### src/rtl/tdsp_rd_arb_mux_pkg.sv
// -----------------------------------------------------------------------------
// tdsp_rd_arb_mux_pkg
// Shared definitions for the TDSP read-data arbiter/mux and its arbiter.
//   TDSP_DW        : TDSP data word width; the default for DW
//   ARB_FIXED      : arbitration mode, fixed priority (lowest index wins)
//   ARB_RR         : arbitration mode, round-robin
//   MAX_NCH        : largest source count the helpers support
//   onehot_to_idx  : convert a one-hot vector (up to MAX_NCH bits) to an index
// -----------------------------------------------------------------------------
package tdsp_rd_arb_mux_pkg;

    localparam int TDSP_DW   = 16;
    localparam int ARB_FIXED = 0;
    localparam int ARB_RR    = 1;
    localparam int MAX_NCH   = 8;

    // OR of the indices of all set bits. For a true one-hot input this is
    // exactly the index of the set bit, and it needs no priority chain.
    function automatic int onehot_to_idx(input logic [MAX_NCH-1:0] onehot);
        int idx;
        idx = 0;
        for (int i = 0; i < MAX_NCH; i++) begin
            if (onehot[i]) begin
                idx = idx | i;
            end
        end
        return idx;
    endfunction

endpackage

### src/rtl/tdsp_rr_arb.sv
// -----------------------------------------------------------------------------
// tdsp_rr_arb
// Registered NCH-way request arbiter, fixed-priority or round-robin.
//   clk      : system clock, rising edge
//   rst_n    : asynchronous active-low reset
//   req      : per-source request levels
//   en       : grant enable; no grant is issued while low
//   gnt      : one-hot registered grant, one cycle per decision
//   conflict : registered; high the cycle after a grant made while more
//              than one source was requesting
// -----------------------------------------------------------------------------
module tdsp_rr_arb
    import tdsp_rd_arb_mux_pkg::*;
#(
    parameter int NCH = 4,
    parameter int IW  = 2,
    parameter int RR  = ARB_FIXED
) (
    input  logic           clk,
    input  logic           rst_n,
    input  logic [NCH-1:0] req,
    input  logic           en,
    output logic [NCH-1:0] gnt,
    output logic           conflict
);

    logic [IW-1:0]  ptr;
    logic [IW-1:0]  rot;
    logic [NCH-1:0] req_rot;
    logic           win_found;
    int             win_off;
    logic [IW-1:0]  win_idx;
    logic           issue;

    // Rotating the request vector so the search origin sits at bit 0 lets
    // both modes share one lowest-set-bit search; fixed priority simply
    // never rotates.
    assign rot     = (RR == ARB_RR) ? ptr : '0;
    assign req_rot = NCH'({req, req} >> rot);

    // Find the first requester at or after the search origin and map the
    // offset back to a real source index, wrapping modulo NCH.
    always_comb begin
        win_found = 1'b0;
        win_off   = 0;
        for (int j = 0; j < NCH; j++) begin
            if (!win_found && req_rot[j]) begin
                win_found = 1'b1;
                win_off   = j;
            end
        end
        win_idx = IW'((int'(rot) + win_off) % NCH);
    end

    assign issue = en && win_found;

    // Grant and conflict are registered so the decision shows up one cycle
    // after the requests were sampled. The pointer only moves on a grant,
    // so a stall or an idle cycle keeps the round-robin position.
    always_ff @(posedge clk or negedge rst_n) begin
        if (!rst_n) begin
            gnt      <= '0;
            conflict <= 1'b0;
            ptr      <= '0;
        end else begin
            gnt      <= issue ? (NCH'(1) << win_idx) : '0;
            conflict <= issue && ($countones(req) > 1);
            if (issue && (RR == ARB_RR)) begin
                ptr <= IW'((int'(win_idx) + 1) % NCH);
            end
        end
    end

endmodule

### src/rtl/tdsp_rd_arb_mux.sv
// -----------------------------------------------------------------------------
// tdsp_rd_arb_mux
// Read-data arbiter/mux feeding the TDSP data input bus from NCH memory
// sources. A registered arbiter grants one source per cycle, an RD_LAT-deep
// pipeline remembers which source was granted, and the word is captured into
// a registered, valid-qualified output when the pipeline entry retires.
//   clk       : system clock, rising edge
//   rst_n     : asynchronous active-low reset
//   rd_req    : per-source read request level, held until granted
//   src_data  : source data, channel i at [i*DW +: DW]
//   t_stall   : core stall; blocks new grants, in-flight reads continue
//   rd_gnt    : one-hot registered grant pulse
//   t_data    : registered TDSP data bus, holds when no read retires
//   t_valid   : one-cycle pulse when t_data was updated
//   t_src     : source index of the current t_data
//   conflict  : registered; a grant was made with more than one requester
// -----------------------------------------------------------------------------
module tdsp_rd_arb_mux
    import tdsp_rd_arb_mux_pkg::*;
#(
    parameter int DW     = TDSP_DW,
    parameter int NCH    = 4,
    parameter int IW     = 2,
    parameter int RD_LAT = 1,
    parameter int RR     = ARB_FIXED
) (
    input  logic              clk,
    input  logic              rst_n,
    input  logic [NCH-1:0]    rd_req,
    input  logic [NCH*DW-1:0] src_data,
    input  logic              t_stall,
    output logic [NCH-1:0]    rd_gnt,
    output logic [DW-1:0]     t_data,
    output logic              t_valid,
    output logic [IW-1:0]     t_src,
    output logic              conflict
);

    logic           arb_en;
    logic           gnt_vld;
    logic [IW-1:0]  gnt_idx;
    logic           exit_vld;
    logic [IW-1:0]  exit_idx;
    logic [DW-1:0]  exit_data;

    assign arb_en = !t_stall;

    tdsp_rr_arb #(
        .NCH (NCH),
        .IW  (IW),
        .RR  (RR)
    ) u_arb (
        .clk      (clk),
        .rst_n    (rst_n),
        .req      (rd_req),
        .en       (arb_en),
        .gnt      (rd_gnt),
        .conflict (conflict)
    );

    // The registered grant itself is the first pipeline stage: it is high in
    // the cycle after the decision, and carries the granted index.
    assign gnt_vld = |rd_gnt;
    assign gnt_idx = IW'(onehot_to_idx(MAX_NCH'(rd_gnt)));

    generate
        if (RD_LAT == 1) begin : g_no_pipe
            assign exit_vld = gnt_vld;
            assign exit_idx = gnt_idx;
        end else begin : g_pipe
            logic [RD_LAT-2:0] pipe_vld;
            logic [IW-1:0]     pipe_idx [RD_LAT-1];

            // Remaining RD_LAT-1 stages: a plain shift register that keeps
            // advancing during stalls so reads already granted still land.
            always_ff @(posedge clk or negedge rst_n) begin
                if (!rst_n) begin
                    pipe_vld <= '0;
                    for (int i = 0; i < RD_LAT-1; i++) begin
                        pipe_idx[i] <= '0;
                    end
                end else begin
                    pipe_vld[0] <= gnt_vld;
                    pipe_idx[0] <= gnt_idx;
                    for (int i = 1; i < RD_LAT-1; i++) begin
                        pipe_vld[i] <= pipe_vld[i-1];
                        pipe_idx[i] <= pipe_idx[i-1];
                    end
                end
            end

            assign exit_vld = pipe_vld[RD_LAT-2];
            assign exit_idx = pipe_idx[RD_LAT-2];
        end
    endgenerate

    // Select the retiring source's word. Unused index codes never retire,
    // so the zero default is never captured.
    always_comb begin
        exit_data = '0;
        for (int i = 0; i < NCH; i++) begin
            if (exit_idx == IW'(i)) begin
                exit_data = src_data[i*DW +: DW];
            end
        end
    end

    // Output register: capture only when an entry retires; otherwise the bus
    // keeps its last word and t_valid drops.
    always_ff @(posedge clk or negedge rst_n) begin
        if (!rst_n) begin
            t_data  <= '0;
            t_src   <= '0;
            t_valid <= 1'b0;
        end else begin
            t_valid <= exit_vld;
            if (exit_vld) begin
                t_data <= exit_data;
                t_src  <= exit_idx;
            end
        end
    end

endmodule

### config.mk
export PLATFORM = sky130hd
export DESIGN_NAME = tdsp_rd_arb_mux
export DESIGN_NICKNAME = d
export VERILOG_FILES = /design/src/rtl/tdsp_rd_arb_mux_pkg.sv /design/src/rtl/tdsp_rr_arb.sv /design/src/rtl/tdsp_rd_arb_mux.sv
export SDC_FILE = /design/constraint.sdc
export NUM_CORES = 1
export LEC_CHECK = 0
export ABC_AREA = 1
export BUFFER_PORTS_ARGS = -buffer_cell sky130_fd_sc_hd__buf_4
export CORE_ASPECT_RATIO = 0.9
export CORE_MARGIN = 5
export CORE_UTILIZATION = 48
export CTS_BUF_LIST = sky130_fd_sc_hd__clkbuf_4
export CTS_CLUSTER_DIAMETER = 30
export DETAILED_ROUTE_END_ITERATION = 8
export PLACE_DENSITY = 0.85
export REMOVE_ABC_BUFFERS = 1
export SETUP_SLACK_MARGIN = 0.4
export SLEW_MARGIN = 20
export SYNTH_ARGS = -nofsm -noshare
export SYNTH_HDL_FRONTEND = slang
export SYNTH_SLANG_ARGS = --single-unit
### constraint.sdc
create_clock -name clk -period 2.45 [get_ports clk]
set_input_delay 0.1225 -clock clk [delete_from_list [all_inputs] [get_ports clk]]
set_output_delay 0.1225 -clock clk [all_outputs]
set_load 0.1 [all_outputs]
==> summary.txt <==
Outcome
  – Outcome: finished clean

Placement
  – GPL Wtd Cong: 0.9388
  – DP Wirelength: ~3800 microns
  – I/O Buffers: 94

Timing
  – Fin crit share: 0.7481
  – Hold Fails Final Rpt: 0
  – Slew Limit Fails: 0
  – Post-Route Skew: 2.065 ps
  – FMAX: 545.6 MHz
  – Setup TNS: 0 ps
  – Final Setup Violations: 0
  – Unrepaired setup endpoints after global routing: false
  – Tmin final: 1833 ps
  – WHS: 28.49 ps
  – Worst-margin pin slew: roughly 850 ps
  – Slew margin rel.: 0.4301

Yosys
  – Synth Area in Adders: 0.04579
  – Synth unique cells: 23
  – Post-synthesis simple-gate area fraction: 0.4195
  – Top cells by area, synth: dfrtp_1 (39%), nand3_1 (15%), nand2_1 (14%), nor2_1 (8.6%), o21ai_0 (3.9%)
  – Combinational family with the most area after synthesis: simple AND/OR/NAND/NOR gates
  – Post-synthesis sequential area ratio: 0.3925
  – Synth Register Bits: 24
  – Post-synthesis mux area share: 0
  – Post-synth top area share: 0.3925
  – Compound-Gate Fraction of Synth Area: 0.06296
  – Post-Syn Instances: 216
  – Synth Area per Inst: 7.084 sq um
  – Post-Synthesis Cell Area: 1530 sq um
  – Post-Synth XOR/XNOR Area: 0
  – Synth Warn #: 0
  – Cell accounting for the most synthesized area: dfrtp_1

Clock tree
  – Clock slew at reported path FFs: 130 ps
  – CTS tree: yes
  – Root buffer cell: clkbuf_4
  – Clock tree buffer depth: 2
  – H-tree lvl count: 1
  – Postcts setup bufs: 0
  – Clk_lat worst skew: between 300 and 400 ps
  – CTS buffer count: 3
  – Clock sinks: 24

Worst setup path
  – Most common cell on crit path: nand2_1
  – Buf/Inv on CP: 1
  – Worst setup SP type: flip-flop
  – CP max stage delay: 700 ps
  – Slowest CP cell: a21oi_2
  – Worst Path Required: 2670 ps
  – Element type at the critical path end: flip-flop
  – Critical path class: reg2reg
  – Worst Path Max Fanout: 17
  – Top delay family on crit path: compound AO/OA/AOI/OAI gates
  – CP Cell Sequence: buf_4 > a21oi_2 > nand2_1 > o21ai_1 > nand2_1
  – Worst EP arrival: 2050 ps

Floorplanning
  – Die Width: approximately 70 microns
  – Starting density of the core: 0.4990
  – Core area: between 3000 and 4000 sq um
  – Std cell rows: 19
  – Io pins: 95
  – Die height: 63.57 microns
  – Die area: approximately 4400 sq um

Global routing
  – Remaining global-route overflow: 0
  – GR Util All Layers: 0.2257
  – First-pass GRT wire length: between 8000 and 9000 microns
  – Vias in the first global route: 1726
  – Pin count of the biggest net entering global routing: 25
  – Initial antenna violation count: 0

Cells and area
  – Synth-to-layout area growth: 48.32%
  – # diodes: 0
  – Util after Layout: 0.7401
  – Fill count: 255
  – Proportion of layout cells with a drive suffix above 1: 0.3453
  – Nets: 384

Detailed routing
  – WL final: ~5000 microns
  – DRC: 0
  – DR iter-0 viols: 104
  – DR pass1 iterations: 4
  – ANT nets after route: 0
  – Routed vias/inst: 5.155
  – Avg WL per Cell: around 14 microns
  – Via count: 1799

Power
  – Logic pwr share: 0.553
  – PwrDens: 665.3 nW/um^2
  – Max VDD drop: 504.8 uV
  – Sequential Power Share: 0.327
  – P_leak: roughly 1.3 nW
  – Clock power share: 0.120
  – Switching share of power: 0.5163
  – P_int: 730.5 uW
  – Switching power: 779.7 uW

Run
  – Max_cap viols: 0

Min path
  – Worst hold path class: in2reg
==> area by class of cell <==
type | count | area [sq um] | share of cell area
Clock buffer | 3 | 22.52 | 0.009923
Clock inverter | 1 | 3.754 | 0.001654
Inverter | 11 | 41.29 | 0.01819
Multi-Input combinational cell | 170 | 808.3 | 0.3561
Sequential cell | 24 | 600.6 | 0.2646
Tap cell | 42 | 52.55 | 0.02315
Timing Repair Buffer | 98 | 740.7 | 0.3263
==> state kept, by name (all words and copies together) (netlist names) <==
signal and flops:
t_data 16, u_arb.gnt 4, t_valid 1, t_src 2
u_arb.conflict 1
==> cell families after synthesis <==
family / count (synthesis)
flip-flops: 24
AO/OA/AOI/OAI: 18
buffers and inverters: 22
adder cells (fa/ha/maj): 5
AND/OR/NAND/NOR: 147
==> routing by layer <==
metal / vias up / track usage / wire [microns]
met3: 11 / 0.07631 / 516
met4: 0 / 0.06341 / 92
met2: 97 / 0.3810 / 2370
met1: 809 / 0.2731 / 1995
li1: 882 / - / -
met5: - / 0 / 0
==> final timing paths <==
kind                              start            to  slack [ps]  cells after the start
min                           rd_req[2]  u_arb.gnt[2]          30                      3
min reg2reg                    t_src[0]      t_src[0]         500                      2
max reg2reg                u_arb.gnt[1]     t_data[1]         620                      5
max                        u_arb.gnt[1]     t_data[1]         620                      5
max in group asynchronous         rst_n  u_arb.gnt[3]        1990                      2
min in group asynchronous         rst_n     t_data[6]         220                      2
==> per-stage QoR <==
stage | instances | total power, mW | area, sq um | setup WS (ps)
after floorplan | 205 | 1.085 | 1450 | 401.0
after global placement | 343 | 1.326 | 2223 | 676.2
after detailed placement | 343 | 1.334 | 2223 | 643.5
after CTS | 349 | 1.513 | 2270 | 619.1
after global routing | 349 | 1.580 | 2270 | 474.4
final | 349 | 1.510 | 2270 | 617.2
==> power groups by stage <==
stage | sequential, mW | combinational (mW) | clock [mW]
after global placement | 0.501 | 0.825 | 0
after floorplan | 0.954 | 0.131 | 0
after global routing | 0.503 | 0.878 | 0.200
after CTS | 0.493 | 0.838 | 0.181
final | 0.494 | 0.835 | 0.181
after detailed placement | 0.500 | 0.834 | 0
==> layout by cell type (no fill, tap or decap), types with 2 or more instances in the layout <==
cell	instances
o21ai_1	4
nor2_1	35
nor2_4	2
o21ai_0	12
inv_1	9
nand3_1	47
nand2_1	57
dlygate4sd3_1	2
nor3b_1	2
buf_4	96
dfrtp_1	24
clkbuf_4	3
ha_1	4
inv_2	2
==> Yosys cell counts <==
library cell / instances
nand3_1: 47
dfrtp_1: 24
or2_1: 1
o21ai_0: 12
nor3b_1: 2
a211oi_1: 1
nor2_4: 2
buf_2: 3
a21oi_2: 1
inv_2: 2
o21ai_1: 4
inv_1: 9
nor3_1: 1
buf_4: 3
nor2_1: 35
nor2_2: 1
ha_1: 4
fa_1: 1
buf_6: 3
nand2_1: 57
clkbuf_1: 1
nand2_2: 1
clkbuf_2: 1
==> what timing repair did <==
action | in CTS | in global routing
endpoints found under the hold margin | 28 | 0
endpoints found under the setup margin | 0 | 0
hold buffers | 2 | 0
gates resized for setup | 0 | 0
==> worst register-to-register path, stage by stage, from the launching register on <==
cell and delay [ps]:
dfrtp_1 480, buf_4 230, a21oi_2 700, nand2_1 120
o21ai_1 160, nand2_1 60
Power figures use the tool's default switching activity.
